$ cat src/rtl/lx32_debug_console.sv
// lx32_debug_console
//   Memory-mapped debug console on the lx32 data bus. Core stores to the
//   per-channel DATA registers are buffered in small FIFOs. A round-robin
//   arbiter drains them through one registered valid/ready stream. An EXIT
//   register captures a sticky simulation exit code.
//
// Ports
//   clk, rst_n               system clock, async active-low reset
//   mem_addr/wdata/we        core store interface
//   mem_rdata, sel           combinational read data and block-hit flag
//   drain_valid/data/ch      registered output stream
//   drain_ready              consumer accept
//   done, exit_code          sticky exit flag and first exit value
//
// Register map (byte offsets from BASE_ADDR)
//   0x0          STATUS  empty[ch] | full[ch]<<8 | ovf[ch]<<16 | done<<31
//   0x4          CTRL    write 1s to clear overflow bits
//   0x8          EXIT    first write sets done and exit_code
//   0xC + 4*ch   DATA ch push into FIFO ch
module lx32_debug_console #(
    parameter logic [31:0] BASE_ADDR  = 32'h0000_07F0,
    parameter int          NUM_CH     = 2,
    parameter int          FIFO_DEPTH = 8
) (
    input  logic        clk,
    input  logic        rst_n,
    input  logic [31:0] mem_addr,
    input  logic [31:0] mem_wdata,
    input  logic        mem_we,
    output logic [31:0] mem_rdata,
    output logic        sel,
    output logic        drain_valid,
    output logic [31:0] drain_data,
    output logic [2:0]  drain_ch,
    input  logic        drain_ready,
    output logic        done,
    output logic [31:0] exit_code
);

    localparam int          PW      = $clog2(FIFO_DEPTH);
    localparam int          CW      = PW + 1;
    localparam logic [31:0] END_OFF = 32'(12 + 4 * NUM_CH);

    logic [31:0]       fifo_mem_q [NUM_CH][FIFO_DEPTH];
    logic [PW-1:0]     wr_ptr_q   [NUM_CH];
    logic [PW-1:0]     wr_ptr_d   [NUM_CH];
    logic [PW-1:0]     rd_ptr_q   [NUM_CH];
    logic [PW-1:0]     rd_ptr_d   [NUM_CH];
    logic [CW-1:0]     cnt_q      [NUM_CH];
    logic [CW-1:0]     cnt_d      [NUM_CH];
    logic [NUM_CH-1:0] ovf_q, ovf_d;
    logic              done_q, done_d;
    logic [31:0]       exit_code_q, exit_code_d;
    logic              drain_valid_q, drain_valid_d;
    logic [31:0]       drain_data_q, drain_data_d;
    logic [2:0]        drain_ch_q, drain_ch_d;
    logic [2:0]        rr_ptr_q, rr_ptr_d;

    logic [31:0]       off;
    logic              hit;
    logic              wr_ctrl, wr_exit;
    logic [NUM_CH-1:0] empty, full, push, pop, accept;
    logic [31:0]       status;
    logic              load;
    logic              grant_found;
    logic [2:0]        grant;
    logic [31:0]       head_data;

    // Subtracting first keeps the compare exact over all 32 bits, so no
    // high-address aliases of the block decode as hits.
    assign off     = mem_addr - BASE_ADDR;
    assign hit     = (mem_addr >= BASE_ADDR) && (off < END_OFF) && (off[1:0] == 2'b00);
    assign wr_ctrl = mem_we && hit && (off == 32'h4);
    assign wr_exit = mem_we && hit && (off == 32'h8);

    always_comb begin
        status = '0;
        for (int c = 0; c < NUM_CH; c++) begin
            empty[c]       = (cnt_q[c] == '0);
            full[c]        = (cnt_q[c] == CW'(FIFO_DEPTH));
            push[c]        = mem_we && hit && (off == 32'(12 + 4 * c));
            status[c]      = empty[c];
            status[8 + c]  = full[c];
            status[16 + c] = ovf_q[c];
        end
        status[31] = done_q;
    end

    assign sel       = hit;
    assign mem_rdata = (hit && (off == 32'h0)) ? status : 32'h0;

    // Round-robin search starting at rr_ptr; rr_ptr is always < NUM_CH, so
    // a single subtraction is enough to wrap.
    always_comb begin : arb_comb
        int idx;
        idx         = 0;
        grant       = '0;
        grant_found = 1'b0;
        head_data   = '0;
        for (int i = 0; i < NUM_CH; i++) begin
            idx = int'(rr_ptr_q) + i;
            if (idx >= NUM_CH) idx = idx - NUM_CH;
            if (!grant_found && !empty[idx]) begin
                grant_found = 1'b1;
                grant       = 3'(idx);
                head_data   = fifo_mem_q[idx][rd_ptr_q[idx]];
            end
        end
    end

    assign load = (!drain_valid_q || drain_ready) && grant_found;

    always_comb begin
        ovf_d = ovf_q;
        if (wr_ctrl) ovf_d = ovf_q & ~mem_wdata[NUM_CH-1:0];
        for (int c = 0; c < NUM_CH; c++) begin
            pop[c] = load && (grant == 3'(c));
            // A full FIFO still takes the store when its head leaves on this edge.
            accept[c]   = push[c] && (!full[c] || pop[c]);
            wr_ptr_d[c] = wr_ptr_q[c] + PW'(accept[c]);
            rd_ptr_d[c] = rd_ptr_q[c] + PW'(pop[c]);
            cnt_d[c]    = cnt_q[c] + CW'(accept[c]) - CW'(pop[c]);
            // Applied after the CTRL clear so a same-edge overflow wins.
            if (push[c] && full[c] && !pop[c]) ovf_d[c] = 1'b1;
        end

        done_d      = done_q;
        exit_code_d = exit_code_q;
        if (wr_exit && !done_q) begin
            done_d      = 1'b1;
            exit_code_d = mem_wdata;
        end

        drain_valid_d = drain_valid_q;
        drain_data_d  = drain_data_q;
        drain_ch_d    = drain_ch_q;
        rr_ptr_d      = rr_ptr_q;
        if (load) begin
            drain_valid_d = 1'b1;
            drain_data_d  = head_data;
            drain_ch_d    = grant;
            rr_ptr_d      = (grant == 3'(NUM_CH - 1)) ? 3'd0 : grant + 3'd1;
        end else if (drain_valid_q && drain_ready) begin
            drain_valid_d = 1'b0;
        end
    end

    always_ff @(posedge clk or negedge rst_n) begin
        if (!rst_n) begin
            for (int c = 0; c < NUM_CH; c++) begin
                wr_ptr_q[c] <= '0;
                rd_ptr_q[c] <= '0;
                cnt_q[c]    <= '0;
            end
            ovf_q         <= '0;
            done_q        <= 1'b0;
            exit_code_q   <= '0;
            drain_valid_q <= 1'b0;
            drain_data_q  <= '0;
            drain_ch_q    <= '0;
            rr_ptr_q      <= '0;
        end else begin
            for (int c = 0; c < NUM_CH; c++) begin
                wr_ptr_q[c] <= wr_ptr_d[c];
                rd_ptr_q[c] <= rd_ptr_d[c];
                cnt_q[c]    <= cnt_d[c];
            end
            ovf_q         <= ovf_d;
            done_q        <= done_d;
            exit_code_q   <= exit_code_d;
            drain_valid_q <= drain_valid_d;
            drain_data_q  <= drain_data_d;
            drain_ch_q    <= drain_ch_d;
            rr_ptr_q      <= rr_ptr_d;
        end
    end

    // Storage needs no reset: occupancy counters define what is valid.
    always_ff @(posedge clk) begin
        for (int c = 0; c < NUM_CH; c++) begin
            if (accept[c]) fifo_mem_q[c][wr_ptr_q[c]] <= mem_wdata;
        end
    end

    assign drain_valid = drain_valid_q;
    assign drain_data  = drain_data_q;
    assign drain_ch    = drain_ch_q;
    assign done        = done_q;
    assign exit_code   = exit_code_q;

endmodule

$ cat config.mk
export PLATFORM = sky130hd
export DESIGN_NAME = lx32_debug_console
export DESIGN_NICKNAME = d
export VERILOG_FILES = /design/src/rtl/lx32_debug_console.sv
export SDC_FILE = /design/constraint.sdc
export NUM_CORES = 1
export LEC_CHECK = 0
export CAP_MARGIN = 20
export CORE_ASPECT_RATIO = 0.9
export CORE_MARGIN = 2
export CORE_UTILIZATION = 50
export DETAILED_ROUTE_END_ITERATION = 8
export PLACE_DENSITY = 0.68
export SYNTH_ARGS = -nofsm -noshare
export SYNTH_HDL_FRONTEND = slang
export SYNTH_SLANG_ARGS = --single-unit
$ cat constraint.sdc
create_clock -name clk -period 12.6 [get_ports clk]
set_clock_uncertainty 0.1 [all_clocks]
set_input_delay 1.89 -clock clk [delete_from_list [all_inputs] [get_ports clk]]
set_output_delay 1.89 -clock clk [all_outputs]
set_load 0.02 [all_outputs]
==> reports/qor.yml <==
layout:
  syn2layout_area_growth_pct: 16.4
  fin_nets: 1686
  layout-drive-gt1-share_pct: 32.4
pwr:
  p_int_w: 0.00486
  netSwitchingPower_w: 0.00213
  clkPwrFrac_pct: 26.9
  peakVddDrop_mv: 0.203
  comb_power_share_pct: 38.6
  cellLeakagePower_nw: 11.0
  powerDensity_mw_per_mm2: 214
  p_seq_share_pct: 34.5
  p_sw_share_pct: 30.5
routing:
  final_antenna_net_count: 0
  detail_route.wirelength_um: 68500
  drt_iter0_drc: 1451
  viasPerCell: 6.30
  first_pass_iters: 5
  detail_route.wl_per_cell_um: 28.6
  vias: 15100
  drc: 0
setup_path:
  startpoint: "mem_addr[4]"
  worstReg2RegEnd: "fifo_mem_q[0][34]"
  rrSetupSlack_ps: 6690
  crit_slowest_cell: "or4_1"
  cp-end-kind: "output port"
  r2r-start: "rr_ptr_q[0]"
  critPathArrivalTime_ps: 5680
  cp_data_required_time_ps: 10610
  max_stage_delay_ps: 720
  cp_max_fo: 7
  criticalPathCategory: "input pin to output port"
  cp_cell_sequence: "clkdlybuf4s50_1 > ha_1 > and3_1 > o32ai_1 > a21boi_0 > o2111ai_1 > or4_1 > nor3_1 > and3_1 > clkdlybuf4s50_1"
  critPathLaunchType: "input pin"
  critPathCapture: "mem_rdata[16]"
  r2r_cells: 11
synth:
  syn_area_mm2: 0.0281
  ys_types: 61
  ys_seq_elements: 606
  synth_async_sr_flop_share_pct: 15.5
  avgSynthCellArea_um2: 19.7
  synthFlopType: "edfxtp_1"
  synth_warnings: 0
  synth_edf_count: 512
  yosysSeqAreaShare_pct: 63.1
  syn_inst: 1427
placement:
  post-place-ws_ps: 4980
  port_buffers: 144
  gp_congestion: 0.797
  hpwl_um: 38100
floorplanning:
  core_mm2: 0.0556
  ios: 170
  die_y_um: 229
  dieArea_mm2: 0.0581
  initial_core_util_pct: 50.5
  num_rows: 82
  dieWidth_um: 254
timing:
  worst_slew_pin_slew_ps: 1070
  report.final.hold_viol_count: 0
  fin_crit_ps: 7670
  finalMaxSlewViolations: 0
  setup_slack_ps: 4930
  finalSetupTns_ps: 0
  rsz0062_at_grt: "no"
  setup_viol: 0
  clock.fmax_mhz: 130
  max_slew_margin_pct: 28.9
  finalCritPeriodShare_pct: 60.9
cts:
  cts.htree.levels: 2
  ctsHoldBuffers: 0
  cts_setup_buffers: 0
  cts_tree: "built"
  cts_resized: 0
  cts-root-buf: "clkbuf_16"
  cts_made_buffers: 60
  cts.clk_slew.worst_paths_ps: 60
  worstSkewPairLatency_ps: 630
  cts_sinks: 606
  cts.path.max_buffers: 3
grt:
  grt_max_degree: 59
  grt.total_usage_pct: 24.0
  grt_pass1_wl_um: 101000
  antenna_found_initial: 3
  grt_overflow_total: 0
  grt_pass1_vias: 15700
worst_hold_path:
  min_path_type: "register to register"
job:
  maxCapViolCount: 0
run_status:
  status: "finished clean"
## cell families after synthesis
group,count (synthesis),share of synthesized area (%)
other cells,1,0.0134
mux,357,27.1
fa+ha+maj,30,1.39
buf+inv,135,2.14
simple gates,199,3.53
xor+xnor,13,0.405
compound gates,86,2.26
flops,606,63.1
## worst min-delay path by stage
stage                        start             end  slack [ps]  cells after the start
floorplan                 ovf_q[1]        ovf_q[1]         350                      2
global placement    drain_data[10]  drain_data[10]         350                      2
detailed placement   drain_data[3]   drain_data[3]         360                      2
CTS                  drain_data[3]   drain_data[3]         370                      2
global route         drain_data[6]   drain_data[6]         390                      2
finish               drain_data[3]   drain_data[3]         360                      2
## synth_stat cells, types with 6 or more instances
| cell | count | area share, % |
|---|---|---|
| clkbuf_1 | 64 | 0.86 |
| nor4_1 | 18 | 0.40 |
| nor2_1 | 33 | 0.44 |
| edfxtp_1 | 512 | 55 |
| xor2_1 | 11 | 0.34 |
| buf_1 | 24 | 0.32 |
| ha_1 | 28 | 1.2 |
| nand3_1 | 10 | 0.18 |
| mux4_2 | 320 | 26 |
| mux2_2 | 32 | 1.3 |
| a22oi_1 | 35 | 0.94 |
| nand4_1 | 6 | 0.13 |
| nor3_1 | 10 | 0.18 |
| buf_4 | 25 | 0.67 |
| a21oi_1 | 6 | 0.11 |
| nand2_1 | 86 | 1.1 |
| o21ai_0 | 12 | 0.21 |
| dfrtp_1 | 94 | 8.4 |
| inv_1 | 22 | 0.29 |
## through the flow
stage / hold slack (ps) / utilization, % / cells / power (W) / cell area, um^2
global route: 394 / 58.8 / 2395 / 0.00730 / 32700
CTS: 370 / 58.7 / 2392 / 0.00704 / 32600
detailed placement: 356 / 54.9 / 2280 / 0.00516 / 30600
floorplan: 354 / - / 1451 / 0.00446 / 28200
finish: 362 / 58.8 / 2395 / 0.00699 / 32700
global placement: 351 / 54.9 / 2280 / 0.00511 / 30600
## cell usage in the layout (no fill, tap or decap), types with 7 or more instances in the layout
cell type / count
edfxtp_1: 512
mux4_2: 320
clkdlybuf4s50_1: 143
dfrtp_1: 91
nand2_1: 86
clkbuf_16: 60
buf_4: 43
a22oi_1: 35
mux2_2: 32
nor2_1: 31
ha_1: 28
conb_1: 25
inv_1: 22
clkinv_2: 14
o21ai_0: 12
xor2_1: 11
bufinv_16: 10
nand3_1: 9
nor4_1: 9
nor4_2: 9
nor3_1: 8
clkinv_1: 8
clkbuf_1: 7
clkbuf_8: 7
## routing by layer
metal,up-vias,wire [um],GRT usage [%]
met5,-,23,0
met4,4,1650,6.69
met3,115,4610,3.67
met2,587,34300,39.4
met1,8045,27900,34.0
li1,6346,-,-
## power by group through the flow
stage / combinational (W) / clock, W / sequential [W]
after detailed placement: 0.00270 / 0 / 0.00246
after global placement: 0.00266 / 0 / 0.00245
after global routing: 0.00288 / 0.00199 / 0.00244
after CTS: 0.00271 / 0.00192 / 0.00242
final: 0.00270 / 0.00188 / 0.00241
after floorplan: 0.00204 / 0 / 0.00242
## sequential cells by signal (all words and copies together), names as in the netlist
name and flops:
cnt_q 8, done 1, drain_ch 3, drain_data 32, drain_valid 1, exit_code 32
fifo_mem_q 512, ovf_q 2, rd_ptr_q 6, rr_ptr_q 3, wr_ptr_q 6
## layout make-up
type / count / area, um^2
Multi-Input combinational cell: 710 / 10000
Clock buffer: 74 / 1620
Fill cell: 4123 / 22900
Tap cell: 756 / 946
Clock inverter: 38 / 458
Antenna cell: 1 / 2.50
Timing Repair Buffer: 188 / 1800
Sequential cell: 606 / 17700
Inverter: 22 / 82.6
## critical path, delay by kind of cell
family / cells / cell delay (ps)
and+or+nand+nor: 4 / 1550
buffers and inverters: 2 / 1160
AOI/OAI and AO/OA: 3 / 770
adders and majority gates: 1 / 310
Power figures use the tool's default switching activity.
